## src/rtl/decode_operand_select.sv

```systemverilog
// decode_operand_select
//   Registered N-way operand select for the Decode stage. Each accepted beat
//   captures one WIDTH-bit lane of in_bus chosen by in_sel. A select with no
//   lane behind it is flagged on out_err, carries zero data, and is counted
//   in a saturating error counter.
//   A main register drives out_*. A skid register absorbs one extra beat, so
//   in_ready can be registered and has no combinational path from out_ready.
//
//   Optional feature macro: DECODE_SEL_PARITY_EN
//     When it is defined, the block adds per-lane even parity input in_par
//     and output out_par_err. A parity mismatch on the selected lane is also
//     counted in err_cnt, once per beat.
//
//   state | meaning
//   EMPTY | no beat buffered, out_valid=0
//   ONE   | main register holds a beat, skid empty
//   TWO   | main and skid both hold beats, in_ready=0

module decode_operand_select #(
    parameter int WIDTH  = 16,
    parameter int NUM_IN = 18,
    parameter int SEL_W  = 6,
    parameter int ERR_W  = 8
) (
    input  logic                    clk,
    input  logic                    rst_n,
    input  logic                    flush,
    input  logic [NUM_IN*WIDTH-1:0] in_bus,
    input  logic [SEL_W-1:0]        in_sel,
    input  logic                    in_valid,
    output logic                    in_ready,
    output logic [WIDTH-1:0]        out_data,
    output logic [SEL_W-1:0]        out_sel,
    output logic                    out_err,
    output logic                    out_valid,
    input  logic                    out_ready,
    output logic [ERR_W-1:0]        err_cnt
`ifdef DECODE_SEL_PARITY_EN
    ,
    input  logic [NUM_IN-1:0]       in_par,
    output logic                    out_par_err
`endif
);

    typedef enum logic [1:0] {
        EMPTY = 2'd0,
        ONE   = 2'd1,
        TWO   = 2'd2
    } state_t;

    // One bit wider than in_sel so that NUM_IN = 2**SEL_W is still representable.
    localparam logic [SEL_W:0]   NUM_IN_W = (SEL_W+1)'(NUM_IN);
    localparam logic [ERR_W-1:0] CNT_MAX  = '1;

    state_t             state_q, state_d;
    logic               in_ready_q, in_ready_d;
    logic [ERR_W-1:0]   cnt_q, cnt_d;

    logic [WIDTH-1:0]   main_data_q, main_data_d;
    logic [SEL_W-1:0]   main_sel_q,  main_sel_d;
    logic               main_err_q,  main_err_d;
    logic [WIDTH-1:0]   skid_data_q, skid_data_d;
    logic [SEL_W-1:0]   skid_sel_q,  skid_sel_d;
    logic               skid_err_q,  skid_err_d;

    logic [WIDTH-1:0]   lane_sel;
    logic               beat_err;
    logic [WIDTH-1:0]   beat_data;
    logic               beat_bad;
    logic               accept;
    logic               pop;

`ifdef DECODE_SEL_PARITY_EN
    logic               par_bit;
    logic               beat_par_err;
    logic               main_par_q, main_par_d;
    logic               skid_par_q, skid_par_d;
`endif

    // Lane mux: explicit compare per lane, so an out-of-range select never
    // aliases onto a real lane and never indexes past the bus.
    always_comb begin
        lane_sel = '0;
`ifdef DECODE_SEL_PARITY_EN
        par_bit  = 1'b0;
`endif
        for (int k = 0; k < NUM_IN; k++) begin
            if (in_sel == SEL_W'(k)) begin
                lane_sel = in_bus[k*WIDTH +: WIDTH];
`ifdef DECODE_SEL_PARITY_EN
                par_bit  = in_par[k];
`endif
            end
        end
    end

    // Beat formation: range flag, forced-zero data and the count qualifier.
    always_comb begin
        beat_err  = ({1'b0, in_sel} >= NUM_IN_W);
        beat_data = beat_err ? '0 : lane_sel;
`ifdef DECODE_SEL_PARITY_EN
        beat_par_err = !beat_err && ((^lane_sel) != par_bit);
        beat_bad     = beat_err || beat_par_err;
`else
        beat_bad     = beat_err;
`endif
    end

    // Flush wins over both handshakes; a beat offered during flush is dropped.
    assign accept = in_valid && in_ready_q && !flush;
    assign pop    = (state_q != EMPTY) && out_ready && !flush;

    // Buffer FSM: next state and main/skid register contents.
    always_comb begin
        state_d     = state_q;
        main_data_d = main_data_q;
        main_sel_d  = main_sel_q;
        main_err_d  = main_err_q;
        skid_data_d = skid_data_q;
        skid_sel_d  = skid_sel_q;
        skid_err_d  = skid_err_q;
`ifdef DECODE_SEL_PARITY_EN
        main_par_d  = main_par_q;
        skid_par_d  = skid_par_q;
`endif
        if (flush) begin
            state_d = EMPTY;
        end else begin
            case (state_q)
                EMPTY: begin
                    if (accept) begin
                        main_data_d = beat_data;
                        main_sel_d  = in_sel;
                        main_err_d  = beat_err;
`ifdef DECODE_SEL_PARITY_EN
                        main_par_d  = beat_par_err;
`endif
                        state_d     = ONE;
                    end
                end
                ONE: begin
                    if (accept && !pop) begin
                        skid_data_d = beat_data;
                        skid_sel_d  = in_sel;
                        skid_err_d  = beat_err;
`ifdef DECODE_SEL_PARITY_EN
                        skid_par_d  = beat_par_err;
`endif
                        state_d     = TWO;
                    end else if (accept && pop) begin
                        main_data_d = beat_data;
                        main_sel_d  = in_sel;
                        main_err_d  = beat_err;
`ifdef DECODE_SEL_PARITY_EN
                        main_par_d  = beat_par_err;
`endif
                    end else if (pop) begin
                        state_d = EMPTY;
                    end
                end
                TWO: begin
                    if (pop) begin
                        main_data_d = skid_data_q;
                        main_sel_d  = skid_sel_q;
                        main_err_d  = skid_err_q;
`ifdef DECODE_SEL_PARITY_EN
                        main_par_d  = skid_par_q;
`endif
                        state_d     = ONE;
                    end
                end
                default: state_d = EMPTY;
            endcase
        end
    end

    // in_ready is precomputed from the next state so it leaves a flop.
    always_comb begin
        in_ready_d = (state_d != TWO);
    end

    // Saturating error counter; flush does not clear it.
    always_comb begin
        cnt_d = cnt_q;
        if (accept && beat_bad && (cnt_q != CNT_MAX)) begin
            cnt_d = cnt_q + 1'b1;
        end
    end

    // State, handshake and counter registers.
    always_ff @(posedge clk or negedge rst_n) begin
        if (!rst_n) begin
            state_q    <= EMPTY;
            in_ready_q <= 1'b1;
            cnt_q      <= '0;
        end else begin
            state_q    <= state_d;
            in_ready_q <= in_ready_d;
            cnt_q      <= cnt_d;
        end
    end

    // Beat storage registers; cleared on reset so outputs read zero.
    always_ff @(posedge clk or negedge rst_n) begin
        if (!rst_n) begin
            main_data_q <= '0;
            main_sel_q  <= '0;
            main_err_q  <= 1'b0;
            skid_data_q <= '0;
            skid_sel_q  <= '0;
            skid_err_q  <= 1'b0;
`ifdef DECODE_SEL_PARITY_EN
            main_par_q  <= 1'b0;
            skid_par_q  <= 1'b0;
`endif
        end else begin
            main_data_q <= main_data_d;
            main_sel_q  <= main_sel_d;
            main_err_q  <= main_err_d;
            skid_data_q <= skid_data_d;
            skid_sel_q  <= skid_sel_d;
            skid_err_q  <= skid_err_d;
`ifdef DECODE_SEL_PARITY_EN
            main_par_q  <= main_par_d;
            skid_par_q  <= skid_par_d;
`endif
        end
    end

    assign in_ready  = in_ready_q;
    assign out_valid = (state_q != EMPTY);
    assign out_data  = main_data_q;
    assign out_sel   = main_sel_q;
    assign out_err   = main_err_q;
    assign err_cnt   = cnt_q;
`ifdef DECODE_SEL_PARITY_EN
    assign out_par_err = main_par_q;
`endif

endmodule
```

## config.mk

```make
export PLATFORM = sky130hd
export DESIGN_NAME = decode_operand_select
export DESIGN_NICKNAME = d
export VERILOG_FILES = /design/src/rtl/decode_operand_select.sv
export SDC_FILE = /design/constraint.sdc
export NUM_CORES = 1
export LEC_CHECK = 0
export ABC_AREA = 1
export BUFFER_PORTS_ARGS = -buffer_cell sky130_fd_sc_hd__buf_4
export CAP_MARGIN = 20
export CORE_AREA = 2 2 130 132
export DETAILED_ROUTE_END_ITERATION = 7
export DIE_AREA = 0 0 132 134
export SYNTH_ARGS = -nofsm -noshare
export SYNTH_HDL_FRONTEND = slang
export SYNTH_SLANG_ARGS = --single-unit
```

## constraint.sdc

```tcl
create_clock -name clk -period 5.4 [get_ports clk]
set_clock_uncertainty 0.05 [all_clocks]
set_input_delay 0.27 -clock clk [delete_from_list [all_inputs] [get_ports clk]]
set_output_delay 0.27 -clock clk [all_outputs]
set_load 0.02 [all_outputs]
```

After elaboration in Yosys (flattened, before gate mapping)
Index checks and enable logic that the tools add are counted.

cells by class
  reductions and logical operators = 16
  equal/unequal tests = 25
  multipliers = 0
  shift operators = 0
  divide/modulo/power cells = 0
  magnitude comparators = 1
  multiplexer cells = 41
  bitwise logic cells = 1
  $add $sub $neg = 1

operators with widths
  cell                                                                    number
  16-bit two-way mux                                                      23
  6-bit by 4-bit == test with 1-bit output (second input constant)        8
  16-bit one-hot mux with 3 select lines                                  1
  6-bit by 3-bit == test with 1-bit output (second input constant)        4
  6-bit two-way mux                                                       4
  6-bit one-hot mux with 3 select lines                                   1
  6-bit by 2-bit == test with 1-bit output (second input constant)        2
  6-bit by 5-bit == test with 1-bit output (second input constant)        2
  2-bit two-way mux                                                       6
  2-bit != test (second input constant)                                   5
  8-bit by 1-bit adder with 8-bit output (second input constant)          1
  1-bit logical AND                                                       8
  8-bit != test (second input constant)                                   1
  6-bit by 1-bit == test with 1-bit output (second input constant)        1
  6-bit by 5-bit >= comparator with 1-bit output (second input constant)  1
  6-bit zero test                                                         1
  2-bit one-hot mux with 3 select lines                                   1
  6-bit AND reduction                                                     1
  1-bit two-way mux                                                       4
  1-bit one-hot mux with 3 select lines                                   1
  3-bit AND reduction                                                     1
  3-bit nonzero test                                                      1
  2-bit by 1-bit == test with 1-bit output (second input constant)        1
  2-bit == test (second input constant)                                   1
  other kinds (4)                                                         5

word-level totals
  bits of input ports = 299
  memories = 0
  latch bits = 0
  bits in writable memories = 0
  flip-flop bits (word level) = 57
  bits in read-only memories = 0
  word-level logic and storage cells = 94

Logic depth before layout (Yosys ltp)
  word-level depth = 23
  mapped depth = 22
  mapped depth without buffers = 20

Worst setup path before layout
No wires, ideal clock.

  path type = input-to-reg
  start = input in_sel[0]
  end = register main_data_q[15], in the netlist out_data[15]
  stages = 18
  data arrival time = 1,879 ps
  slack = 3,354 ps
  buffers on the path = 2
  path through = buf_2 nor2_1 nand2_1 nor2_2 buf_4 nand2_1 nand2_1 nand3_1 nand2_1 nand4_1 nor2_1 nand4_1 nand2_1 nand2_1 nand2_1 nand2_1 nand2_1 nand2_1

on the way
  word-level cells in the longest chain between the ends = 23
  elaborated cells on any way between the ends = 42
  those cells by class = order compare: 1; eq/ne: 17; mux: 23; reduce/logical: 1

RTL lines
  what                                      RTL line  source
  start, declared                           29        input logic [SEL_W-1:0] in_sel,
  6-bit zero test                           88        if (in_sel == SEL_W'(k)) begin
  16-bit two-way mux (18 in series)         88
  16-bit two-way mux *                      100       beat_data = beat_err ? '0 : lane_sel;
  16-bit two-way mux                        150       end else if (accept && pop) begin
  16-bit two-way mux                        142       if (accept && !pop) begin
  16-bit one-hot mux with 3 select lines *  129       case (state_q)
  end signal, assigned                      217       main_data_q <= main_data_d;
  end, declared                             59        logic [WIDTH-1:0] main_data_q, main_data_d;

Mark *: on every way between the ends. The rest lies on a longest branch, timed or not. The select of a mux whose other input is x is not followed.
A chain may end at the register's enable or synchronous reset.

Worst setup path in the final report
  start = input in_sel[2]
  end = register main_data_q[0], in the netlist out_data[0]

The elaborated chain is that of the path after synthesis.

==> impl_metrics.yaml <==
floorplan:
  die_h_um: 134
  die-area_um2: 17690
  rows: 47
  coreArea_um2: 16290
  start_util_pct: 30.70
  io-pin-count: 332
  chipWidth_um: 132
timing:
  fin_crit_ps: 3056
  slew_headroom_pct: 28.98
  slew_viol_final: 0
  rsz0062_at_grt: "no"
  finalSetupTns_ps: 0
  setup_violations: 0
  min_period_over_period_pct: 56.59
  max_freq_ghz: 0.3273
  final-hold-violation-count: 0
  tightest_slew_ps: 1061
clock_network:
  numCtsBuffers: 9
  ctsHtreeMaxLevel: 3
  cts_tree: "yes"
  root_buffer: "clkbuf_16"
  cts_buffer_depth: 2
  clock_latency_ps: 320
  post_cts_resized: 0
  clkSinkCount: 57
  hold_buffers: 1
  postCtsSetupBuffers: 0
  clk_pin_slew_ps: 50
cells_and_area:
  mostFrequentLayoutCell: "nand2_1"
  final_layout_size_suffix_gt1_share_pct: 33.55
  final_cell_mix: "nand2_1, buf_4, nor2_1"
  fin_area_um2: 7996
  num_antenna_cells: 0
  final_nets: 1502
  syn_to_final_growth_pct: 59.89
global_routing:
  grt_max_degree: 58
  grt_pass1_vias: 6880
  grtUsageTotal_pct: 27.25
  antenna_found_initial: 0
  grt_overflow: 0
  grt_pass1_wl_um: 37470
pwr:
  clkPwrFrac_pct: 29.5
  pwr_density_cell_nw_per_um2: 220.1
  power_mw: 1.760
  p_comb_share_pct: 35.1
  p_leak_nw: 4.375
  internal_power_mw: 1.185
  vdd_drop_max_mv: 0.1679
  seq_power_share_pct: 35.4
  p_sw_uw: 574.8
  p_sw_share_pct: 32.66
placement:
  postPlaceCellArea_um2: 7710
  gp_congestion: 0.9901
  dp_hpwl_um: 19790
  io_buffers: 331
synth:
  netlist_instances: 882
  yosys.area_share.adder_pct: 0.2502
  yosys_warnings: 0
  seq_area_frac_synth_pct: 28.55
  synthMuxAreaShare_pct: 0
  synth_top_family_by_area: "simple AND/OR/NAND/NOR gates"
  synthSimpleGateAreaFrac_pct: 52.91
  syn_area_um2: 5001
  synth_nets: 1182
  ys_seq_elements: 57
  synth.avg_cell_area_um2: 5.670
  yosys.cell_types.count: 27
  synthXorXnorAreaFrac_pct: 1.051
  synth-compound-area-share_pct: 8.506
setup_path:
  cp.arrival_ps: 3220
  cp-end-kind: "register"
  start_kind: "input pin"
  critical_path_peak_fanout: 14
  critPathKind: "in2reg"
  cp.required_ps: 5570
detailed_routing:
  drt_wl_total_um: 24450
  vias: 7016
  antenna_left: 0
  routedWlPerCell_um: 17.13
  viasPerCell: 4.917
  route.detailed.drc: 0
  drtPass1Iterations: 5
  first_iter_violations: 477
run_status:
  status: "finished clean"
run:
  max_cap_viol_count: 0
hold_path:
  min_path_type: "in2reg"
metal layers:
layer / part of all wire (%) / vias to the layer above / track usage [%]
met3: 8.3 / 55 / 6.387
met4: 2.8 / 0 / 7.911
met5: 0 / - / 0
met2: 47 / 366 / 45.43
li1: - / 3422 / -
met1: 42 / 3173 / 35.25
power by group through the flow:
stage          Sequential (mW)  Clock (mW)  Combinational, mW
2_1_floorplan            0.691           0              0.192
3_3_place_gp             0.625           0              0.615
3_5_place_dp             0.626           0              0.622
4_1_cts                  0.623       0.531              0.623
5_1_grt                  0.638       0.547              0.682
6_report                 0.622       0.519              0.619
final timing paths:
check,slack [ps],start,cells past startpoint,end
max in group asynchronous,4290,rst_n,2,out_data[15]
hold reg to reg,430,out_data[0],2,out_data[0]
setup reg to reg,2490,state_q[0],10,out_data[12]
hold / removal,110,flush,2,state_q[1]
setup / recovery,2340,in_sel[2],18,out_data[0]
min in group asynchronous,500,rst_n,2,skid_data_q[13]
worst max-delay path, stage by stage:
cell	delay [ps]
buf_4	140
nor2_1	590
nand3_1	520
or2_2	440
nand2_1	70
nand2_1	60
nand2_1	120
nand3_1	90
nand2_1	70
nand4_1	120
nor2_1	230
nand4_1	120
nand2_1	80
nand2_1	60
nand2_1	80
nand2_1	50
nand2_1	70
nand2_1	40
layout make-up:
type	instances	area, um^2
clock buffers	14	264.0
repair buffers	343	2590
inverters	76	285.3
multi-input cells	715	3142
flip-flops and latches	57	1428
well taps	220	275.3
clock inverters	2	12.51
fillers	1759	8293
per-stage QoR:
stage	setup WS (ps)	utilization (%)	cells	hold WS, ps
after global routing	2024	49.09	1427	114.7
after detailed placement	1988	47.33	1410	332.5
after floorplan	3354	-	882	-75.59
final	2344	49.09	1427	106.1
after CTS	2334	49.09	1427	92.95
after global placement	2040	47.21	1409	333.2
cells in the mapped netlist (all sizes together):
cell type | n | share of area (%)
o21ai | 25 | 2.5
a31oi | 8 | 1.0
dfstp | 1 | 0.53
xnor2 | 4 | 0.70
clkbuf | 22 | 1.7
dfrtp | 56 | 28
a21oi | 47 | 4.7
nand2 | 357 | 27
nand4 | 47 | 5.9
nor2 | 137 | 11
inv | 74 | 5.6
o211ai | 1 | 0.15
xor2 | 2 | 0.35
nor3 | 3 | 0.30
nor3b | 1 | 0.15
a21boi | 1 | 0.15
or2 | 42 | 5.3
ha | 1 | 0.25
buf | 12 | 1.4
clkinv | 2 | 0.15
nand3 | 39 | 3.9
state kept, by name, summed over array words and instances, names as in the netlist:
name,cells
err_cnt,8
in_ready,1
out_data,16
out_err,1
out_sel,6
skid_data_q,16
skid_err_q,1
skid_sel_q,6
state_q,2
logic make-up after synthesis:
group,after synthesis
AO/OA/AOI/OAI,82
XOR/XNOR,6
adder cells (fa/ha/maj),1
buffers and inverters,110
flip-flops,57
AND/OR/NAND/NOR,626
Note: power is estimated with default switching activity, not from simulation.
